<file path="src/rtl/xbar_rr_arbiter_pkg.sv">
// Shared crossbar configuration: default port count, mux select width and
// arbiter state encodings, read by the output-port mux and xbar_rr_arbiter.
package xbar_rr_arbiter_pkg;

  localparam int XBAR_N  = 4;
  localparam int XBAR_SW = 2;

  typedef enum logic {
    ARB_IDLE  = 1'b0,
    ARB_GRANT = 1'b1
  } arb_state_e;

endpackage

</file>
<file path="src/rtl/xbar_rr_arbiter_rr_pick.sv">
// Combinational round-robin pick: first requester at or after ptr, wrapping
// from N-1 back to 0. found is low when no request is present.
module xbar_rr_arbiter_rr_pick #(
  parameter int N  = 4,
  parameter int SW = 2
) (
  input  logic [N-1:0]  req,
  input  logic [SW-1:0] ptr,
  output logic [SW-1:0] winner,
  output logic          found
);

  // rot[k] is the request of index (ptr + k) mod N.
  logic [N-1:0] rot;
  logic [SW:0]  sum;

  assign rot = N'({req, req} >> ptr);

  always_comb begin
    winner = '0;
    found  = 1'b0;
    sum    = '0;
    for (int off = 0; off < N; off++) begin
      if (!found && rot[off]) begin
        found = 1'b1;
        sum   = {1'b0, ptr} + (SW+1)'(off);
        if (sum >= (SW+1)'(N)) begin
          sum = sum - (SW+1)'(N);
        end
        winner = sum[SW-1:0];
      end
    end
  end

endmodule

</file>
<file path="src/rtl/xbar_rr_arbiter.sv">
// Round-robin arbiter for one crossbar output port: registered one-hot grant
// plus binary mux select. Optional forced release under XBAR_ARB_TIMEOUT_EN.
module xbar_rr_arbiter
  import xbar_rr_arbiter_pkg::*;
#(
  parameter int N        = XBAR_N,
  parameter int SW       = XBAR_SW,
  parameter int MAX_HOLD = 16
) (
  input  logic          clk,
  input  logic          rst_n,
  input  logic          en,
  input  logic [N-1:0]  req,
  output logic [N-1:0]  gnt,
  output logic [SW-1:0] sel,
  output logic          gnt_vld,
  output logic          timeout
);

  // Handshake: a requester raises req[i] and holds it for its whole transfer;
  // gnt[i]/sel become valid one edge later and stay until req[i] drops (or a
  // forced release); the edge that samples req[i]=0 ends the grant.

  localparam int              SELW = 1 << SW;
  localparam logic [SW-1:0]   LAST = SW'(N - 1);

  if (N < 2 || N > SELW || MAX_HOLD < 2) begin : g_bad_cfg
    $error("xbar_rr_arbiter: invalid N/SW/MAX_HOLD combination");
  end

`ifdef XBAR_ARB_TIMEOUT_EN
  localparam int HW = $clog2(MAX_HOLD);
`endif

  // Control state kept together so checkers can bind to a single struct.
  typedef struct packed {
    arb_state_e    state;
    logic [SW-1:0] ptr;
`ifdef XBAR_ARB_TIMEOUT_EN
    logic [HW-1:0] hold_cnt;
`endif
  } arb_ctl_t;

  arb_ctl_t        ctl_q, ctl_d;
  logic [N-1:0]    gnt_d;
  logic [SW-1:0]   sel_d;
  logic [SW-1:0]   ptr_adv;
  logic [SW-1:0]   pick_ptr;
  logic [SW-1:0]   win;
  logic            found;
  logic [SELW-1:0] req_ext;
  logic            req_own;
  logic            forced;
  logic            release_now;
`ifdef XBAR_ARB_TIMEOUT_EN
  logic            timeout_d;
`endif

  assign req_ext = SELW'(req);
  assign req_own = req_ext[sel];
  assign ptr_adv = (sel == LAST) ? '0 : sel + 1'b1;

  // During a grant the pick already uses the advanced pointer, so a releasing
  // owner that still requests (forced release) ends up at lowest priority.
  assign pick_ptr = (ctl_q.state == ARB_GRANT) ? ptr_adv : ctl_q.ptr;

`ifdef XBAR_ARB_TIMEOUT_EN
  assign forced = req_own && (ctl_q.hold_cnt == HW'(MAX_HOLD - 1));
`else
  assign forced = 1'b0;
`endif

  assign release_now = !req_own || forced;

  xbar_rr_arbiter_rr_pick #(
    .N  (N),
    .SW (SW)
  ) u_pick (
    .req    (req),
    .ptr    (pick_ptr),
    .winner (win),
    .found  (found)
  );

  always_comb begin
    ctl_d = ctl_q;
    gnt_d = gnt;
    sel_d = sel;
`ifdef XBAR_ARB_TIMEOUT_EN
    timeout_d = 1'b0;
`endif
    case (ctl_q.state)
      ARB_IDLE: begin
        if (en && found) begin
          ctl_d.state = ARB_GRANT;
          gnt_d       = N'(1) << win;
          sel_d       = win;
        end
      end
      ARB_GRANT: begin
        if (release_now) begin
          ctl_d.ptr = ptr_adv;
`ifdef XBAR_ARB_TIMEOUT_EN
          ctl_d.hold_cnt = '0;
          timeout_d      = forced;
`endif
          if (en && found) begin
            gnt_d = N'(1) << win;
            sel_d = win;
          end else begin
            ctl_d.state = ARB_IDLE;
            gnt_d       = '0;
          end
        end else begin
`ifdef XBAR_ARB_TIMEOUT_EN
          if (ctl_q.hold_cnt != HW'(MAX_HOLD - 1)) begin
            ctl_d.hold_cnt = ctl_q.hold_cnt + 1'b1;
          end
`endif
        end
      end
      default: begin
        ctl_d.state = ARB_IDLE;
        gnt_d       = '0;
      end
    endcase
  end

  always_ff @(posedge clk or negedge rst_n) begin
    if (!rst_n) begin
      ctl_q.state <= ARB_IDLE;
      ctl_q.ptr   <= '0;
`ifdef XBAR_ARB_TIMEOUT_EN
      ctl_q.hold_cnt <= '0;
`endif
      gnt <= '0;
      sel <= '0;
    end else begin
      ctl_q <= ctl_d;
      gnt   <= gnt_d;
      sel   <= sel_d;
    end
  end

`ifdef XBAR_ARB_TIMEOUT_EN
  always_ff @(posedge clk or negedge rst_n) begin
    if (!rst_n) begin
      timeout <= 1'b0;
    end else begin
      timeout <= timeout_d;
    end
  end
`else
  assign timeout = 1'b0;
`endif

  assign gnt_vld = |gnt;

endmodule

</file>
<file path="config.mk">
export PLATFORM = sky130hd
export DESIGN_NAME = xbar_rr_arbiter
export DESIGN_NICKNAME = d
export VERILOG_FILES = /design/src/rtl/xbar_rr_arbiter_pkg.sv /design/src/rtl/xbar_rr_arbiter_rr_pick.sv /design/src/rtl/xbar_rr_arbiter.sv
export SDC_FILE = /design/constraint.sdc
export NUM_CORES = 1
export LEC_CHECK = 0
export CAP_MARGIN = 20
export CORE_UTILIZATION = 49
export CTS_CLUSTER_SIZE = 8
export DETAILED_ROUTE_END_ITERATION = 6
export PLACE_DENSITY_LB_ADDON = 0.1
export SETUP_SLACK_MARGIN = 0.02
export SYNTH_ARGS = -nofsm -noshare
export SYNTH_HDL_FRONTEND = slang
export SYNTH_SLANG_ARGS = --single-unit
</file>
<file path="constraint.sdc">
create_clock -name clk -period 2.1 [get_ports clk]
set_clock_uncertainty 0.05 [all_clocks]
set_input_delay 0.21 -clock clk [delete_from_list [all_inputs] [get_ports clk]]
set_output_delay 0.21 -clock clk [all_outputs]
set_load 0.05 [all_outputs]
</file>
Yosys cells after proc, flatten, opt, wreduce, memory -nomap -nowiden. Cells that the tools add are included. W data, S select, Z words.

Word-level logic and storage cells: 60. Register bits: 9. Bits of input ports: 7. Output and inout port bits: 8.

Magnitude comparators: 5. Shifts and indexed selects: 2. Equal/unequal tests: 3. Reductions and logical operators: 10. Multiplexer cells: 26. Bitwise operators: 2. Add/subtract/negate cells: 8.

Operator list (number): $mux W2 (12); $mux W4 (3); $ge A3 B3 Y1 const B (3); $pmux W4 S2 (1); $shr A8 B2 Y4 (1); $sub A2 B1 Y2 const B (4); $add A2 B2 Y3 const B (2); $mux W1 (6); $logic_and A1 B1 Y1 (4); $ne A2 B2 Y1 const B (2); $pmux W2 S2 (1); $reduce_and A2 Y1 (2); $reduce_or A4 Y1 (1); $shl A1 B2 Y4 const A (1); $add A2 B1 Y3 const B (1); $ge A2 B3 Y1 const B (1); $logic_not A1 Y1 (3); $lt A2 B3 Y1 const B (1); $mux W3 (1); $add A2 B1 Y2 const B (1); $bmux W1 S2 (1); $eq A2 B2 Y1 const B (1); $not A1 Y1 (2); $pmux W1 S2 (1).

Depth between registers and ports, before layout.
Depth after elaboration: 18. Gate-level depth with buffers: 6. Mapped depth without buffers: 6.

Modules after synthesis. From an unflattened synthesis, not the netlist that was laid out.

Cells, all modules: 67. Area, all modules: 651.9 µm².

Modules (own cells, without submodules): xbar_rr_arbiter (area each 578.1 µm², sequential area each 225.2 µm², times used 1, cells an instance 55); xbar_rr_arbiter_rr_pick (area each 73.8 µm², sequential area each 0.0 µm², times used 1, cells an instance 12).

Worst setup path before layout. OpenSTA, ideal clock, no wires.

Kind: register to register. Start: register sel[0]. End: register sel[0]. Data arrival time: 1.953 ns. Stages on the path, launching flop included: 6. Setup time: 0.127 ns. Period minus slack after synthesis: 2.130 ns. Setup slack: -0.030 ns. Required time: 1.923 ns. Cells stage by stage: dfrtp_1 mux4_2 and2_4 buf_6 nor2_4 mux2_1.

Longest elaborated chain between the ends: 18. Elaborated cells on any way between the ends: 41.

Ends and longest elaborated chain: from (decl) (RTL line xbar_rr_arbiter.sv:15) `output logic [SW-1:0] sel,`; from (signal assigned) (RTL line xbar_rr_arbiter.sv:141) `sel <= sel_d;`; parallel branches: the longest is 18 deep, another holds $add A2 B1 Y3.

Several ways; the timed one is not identified. The select of a mux whose other input is x is not followed. A chain may end at the register's enable or synchronous reset.

Worst setup path after layout.
Start: register sel[0]. End: register sel[1].

Longest elaborated chain between the ends: 18. Elaborated cells on any way between the ends: 41.

Ends and longest elaborated chain: $add A2 B1 Y2 or $eq A2 B2 Y1 (tied branches) (RTL line xbar_rr_arbiter.sv:61) `assign ptr_adv = (sel == LAST) ? '0 : sel + 1'b1;`; $mux W2 * (RTL line xbar_rr_arbiter.sv:61); via ptr_adv[1] (RTL line xbar_rr_arbiter.sv:47) `logic [SW-1:0] ptr_adv;`; $mux W2 * (RTL line xbar_rr_arbiter.sv:65) `assign pick_ptr = (ctl_q.state == ARB_GRANT) ? ptr_adv : ctl_q.ptr;`; parallel branches: the longest is 12 deep, another holds $add A2 B1 Y3; $mux W2 * (RTL line xbar_rr_arbiter.sv:94, xbar_rr_arbiter.sv:107); $mux W2 (RTL line xbar_rr_arbiter.sv:101) `if (release_now) begin`; $pmux W2 S2 * (RTL line xbar_rr_arbiter.sv:92) `case (ctl_q.state)`.

Mark *: on every way through the listed nets, which the timed path passes. The select of a mux whose other input is x is not followed.

==> summary.txt <==
GRT
  • Initial antenna violation count: 0
  • First-pass GRT wire length: between 2 and 3 mm
  • All-Layer GR Usage: between 20% and 30%
  • Vias in the first global route: 649
  • Total gr overflow: 0
  • Largest net degree at the start of global routing: 12

STA
  • Slew headroom: 66.5%
  • Clock period minus worst slack: 1880 ps
  • Slew Viols, Final: 0
  • Worst-Margin Slew: approximately 500 ps
  • Fmax: between 0.5 and 0.6 GHz
  • RSZ-0062 raised after global routing: no
  • Period utilization: 89.4%
  • TNS Setup: 0 ps
  • Final Hold Fails: 0
  • Finish-stage setup viols: 0

Flow run
  • Max Cap Viol: 0

Die
  • Starting Density: 54.5%
  • Horiz. Die Dim: roughly 40 microns
  • Die ar.: approximately 0.0016 sq mm
  • Io pins: 15
  • # rows: 13
  • Die height: a little over 40 microns
  • Core Area: around 0.0013 sq mm

Clock network
  • Inserted Clock Buffers: 3
  • Clk sinks: 9
  • CTS Hold Buffers Added: 0
  • Latest clock arrival within the worst-skew pair: ~260 ps
  • H-tree depth: 1
  • CTS Root Cell: clkbuf_4
  • Clock buffer depth: 2
  • Clock transition at path regs: ~70 ps
  • CTS tree: done

Cells and area
  • # fillers: 123
  • Layout cells sized above 1: a little under a fifth
  • Ant. Diodes: 0
  • Nets: approximately 100
  • Storage cell area: approximately 230 sq um
  • Area grow syn2layout: 25.0%
  • Area of the multi-input gates: ~440 sq um

Power
  • Leakage: 0.383 nW
  • Max rail drop VDD: 0.00114 V
  • Tot Pwr: about 1.5 mW
  • Pwr/cell area: about 1600 mW/mm^2

Hold path
  • Hold Crit Class: input pin to asynchronous set/reset pin

Worst setup path
  • CP Max Fanout: 7
  • Worst setup SP type: flop
  • CP Data Arrival Time: ~2000 ps
  • Nature of the critical path endpoint: flop
  • Critical Path Start: sel[0]$_DFFE_PN0P_
  • Critical path class: flop to flop
  • Critical Path RT: approximately 2300 ps
  • Worst reg2reg startpoint: sel[0]$_DFFE_PN0P_

Routing
  • Routed WL: about 1.8 mm
  • Routed via count: about 700
  • Drt wl/cell: between 15 and 20 microns
  • DRC Markers: 0
  • Initial DRC Count: 20
  • Post-route ant nets: 0
  • Via density: 6.34
  • First-pass DRT Iterations: 4

Yosys
  • Most common cell in the netlist: dfrtp_1
  • Leading area contributor after synthesis: dfrtp_1
  • Asr flop ratio synth: 100%
  • Synth Net Count: 85
  • Post-synth EDFFs: 0
  • Yosys reg bits: 9
  • Mapped Cells: 77
  • Post-Syn Area per Cell: 9.44 sq um
  • Yosys top cell area share: 31.0%
  • Synth unique cells: 39
  • Dominant cells by area after synthesis: dfrtp_1, o21ai_0, mux2_1
  • Synthesized area: roughly 730 sq um
  • Register area share after synthesis: between 30% and 40%
  • Synth top cells by count: dfrtp_1, o21ai_0, nand2_1
  • YS warnings: 0
  • Prevailing post-synth register cell: dfrtp_1

Placement
  • GPL Wtd Cong: ~0.84
  • DP HPWL: 1.29 mm
  • Port buffer count: 13

Outcome
  • Status: finished, final reports clean
## state kept, by name (all words and copies together) (netlist names)
register and count:
ctl_q 3, gnt 4, sel 2
## stage by stage
step                cell area, sq um  utilization (%)  hold WS [ps]  worst slack [ps]  cells
finish                           908             68.1           197               222    110
global route                     908             68.1           213              80.6    110
CTS                              908             68.1           210               126    110
detailed placement               883             66.2           427              75.5    106
global placement                 883             66.2           418               107    106
floorplan                        728                -          -136              86.5     77
## kinds of logic after synthesis
group | synth area share (%)
AO/OA/AOI/OAI | 24.4
adder cells (fa/ha/maj) | 1.72
buffers and inverters | 8.43
flip-flops | 31.0
multiplexers | 12.0
other | 0.516
AND/OR/NAND/NOR | 21.9
## per-layer routing
metal / GRT usage (%) / routed length (microns) / up-vias
met5: 0 / 0 / -
met4: 5.00 / 7 / 0
met3: 8.89 / 135 / 2
met2: 47.6 / 865 / 31
met1: 31.0 / 755 / 340
li1: - / - / 324
## worst paths after layout
path / depth (start not counted) / end / slack, ps
worst max-delay path: 6 / sel[1]$_DFFE_PN0P_ / 220
worst max register to register: 6 / sel[1]$_DFFE_PN0P_ / 220
min in group clk: 2 / ctl_q[0]$_DFFE_PN0P_ / 440
max in group asynchronous: 1 / sel[0]$_DFFE_PN0P_ / 1480
worst min-delay path: 1 / gnt[2]$_DFFE_PN0P_ / 200
worst min register to register: 2 / ctl_q[0]$_DFFE_PN0P_ / 440
## cell type report
type | instances | area share, %
clock buffers | 4 | 2.89
flip-flops and latches | 9 | 24.9
well taps | 15 | 2.07
inverters | 2 | 0.826
repair buffers | 21 | 20.8
multi-input cells | 59 | 48.5
## layout by cell type (no fill, tap or decap), drive strengths merged, types with 2 or more instances in the layout
master / netlist / routed
a21boi: 2 / 2
a32oi: 2 / 2
and2: 2 / 2
and3: 2 / 2
buf: 6 / 8
clkbuf: 1 / 4
clkdlybuf4s50: 0 / 12
dfrtp: 9 / 9
inv: 2 / 2
mux2: 4 / 4
mux2i: 2 / 2
nand2: 5 / 5
nand2b: 4 / 4
nand3: 4 / 4
nand3b: 3 / 3
nor2: 4 / 4
o2111ai: 2 / 2
o21ai: 8 / 8
## repair_timing
action | in CTS | in global routing
setup endpoints to repair | 1 | 1
gates resized for setup | 1 | 1
buffers inserted | 0 | 0
## where the power goes
part | total, mW | switching (mW) | internal [mW]
registers | 0.328 | 0.0751 | 0.253
logic | 1.03 | 0.625 | 0.405
clock network | 0.135 | 0.0615 | 0.0732
total | 1.49 | 0.761 | 0.730
## critical path: stages, from the launching register on
cell	delay, ps
dfrtp_2	410
ha_1	320
mux2_2	340
nand2b_1	110
o21ai_0	80
a221oi_1	330
mux2_1	200
No activity file was read; power rests on OpenSTA's default activity.
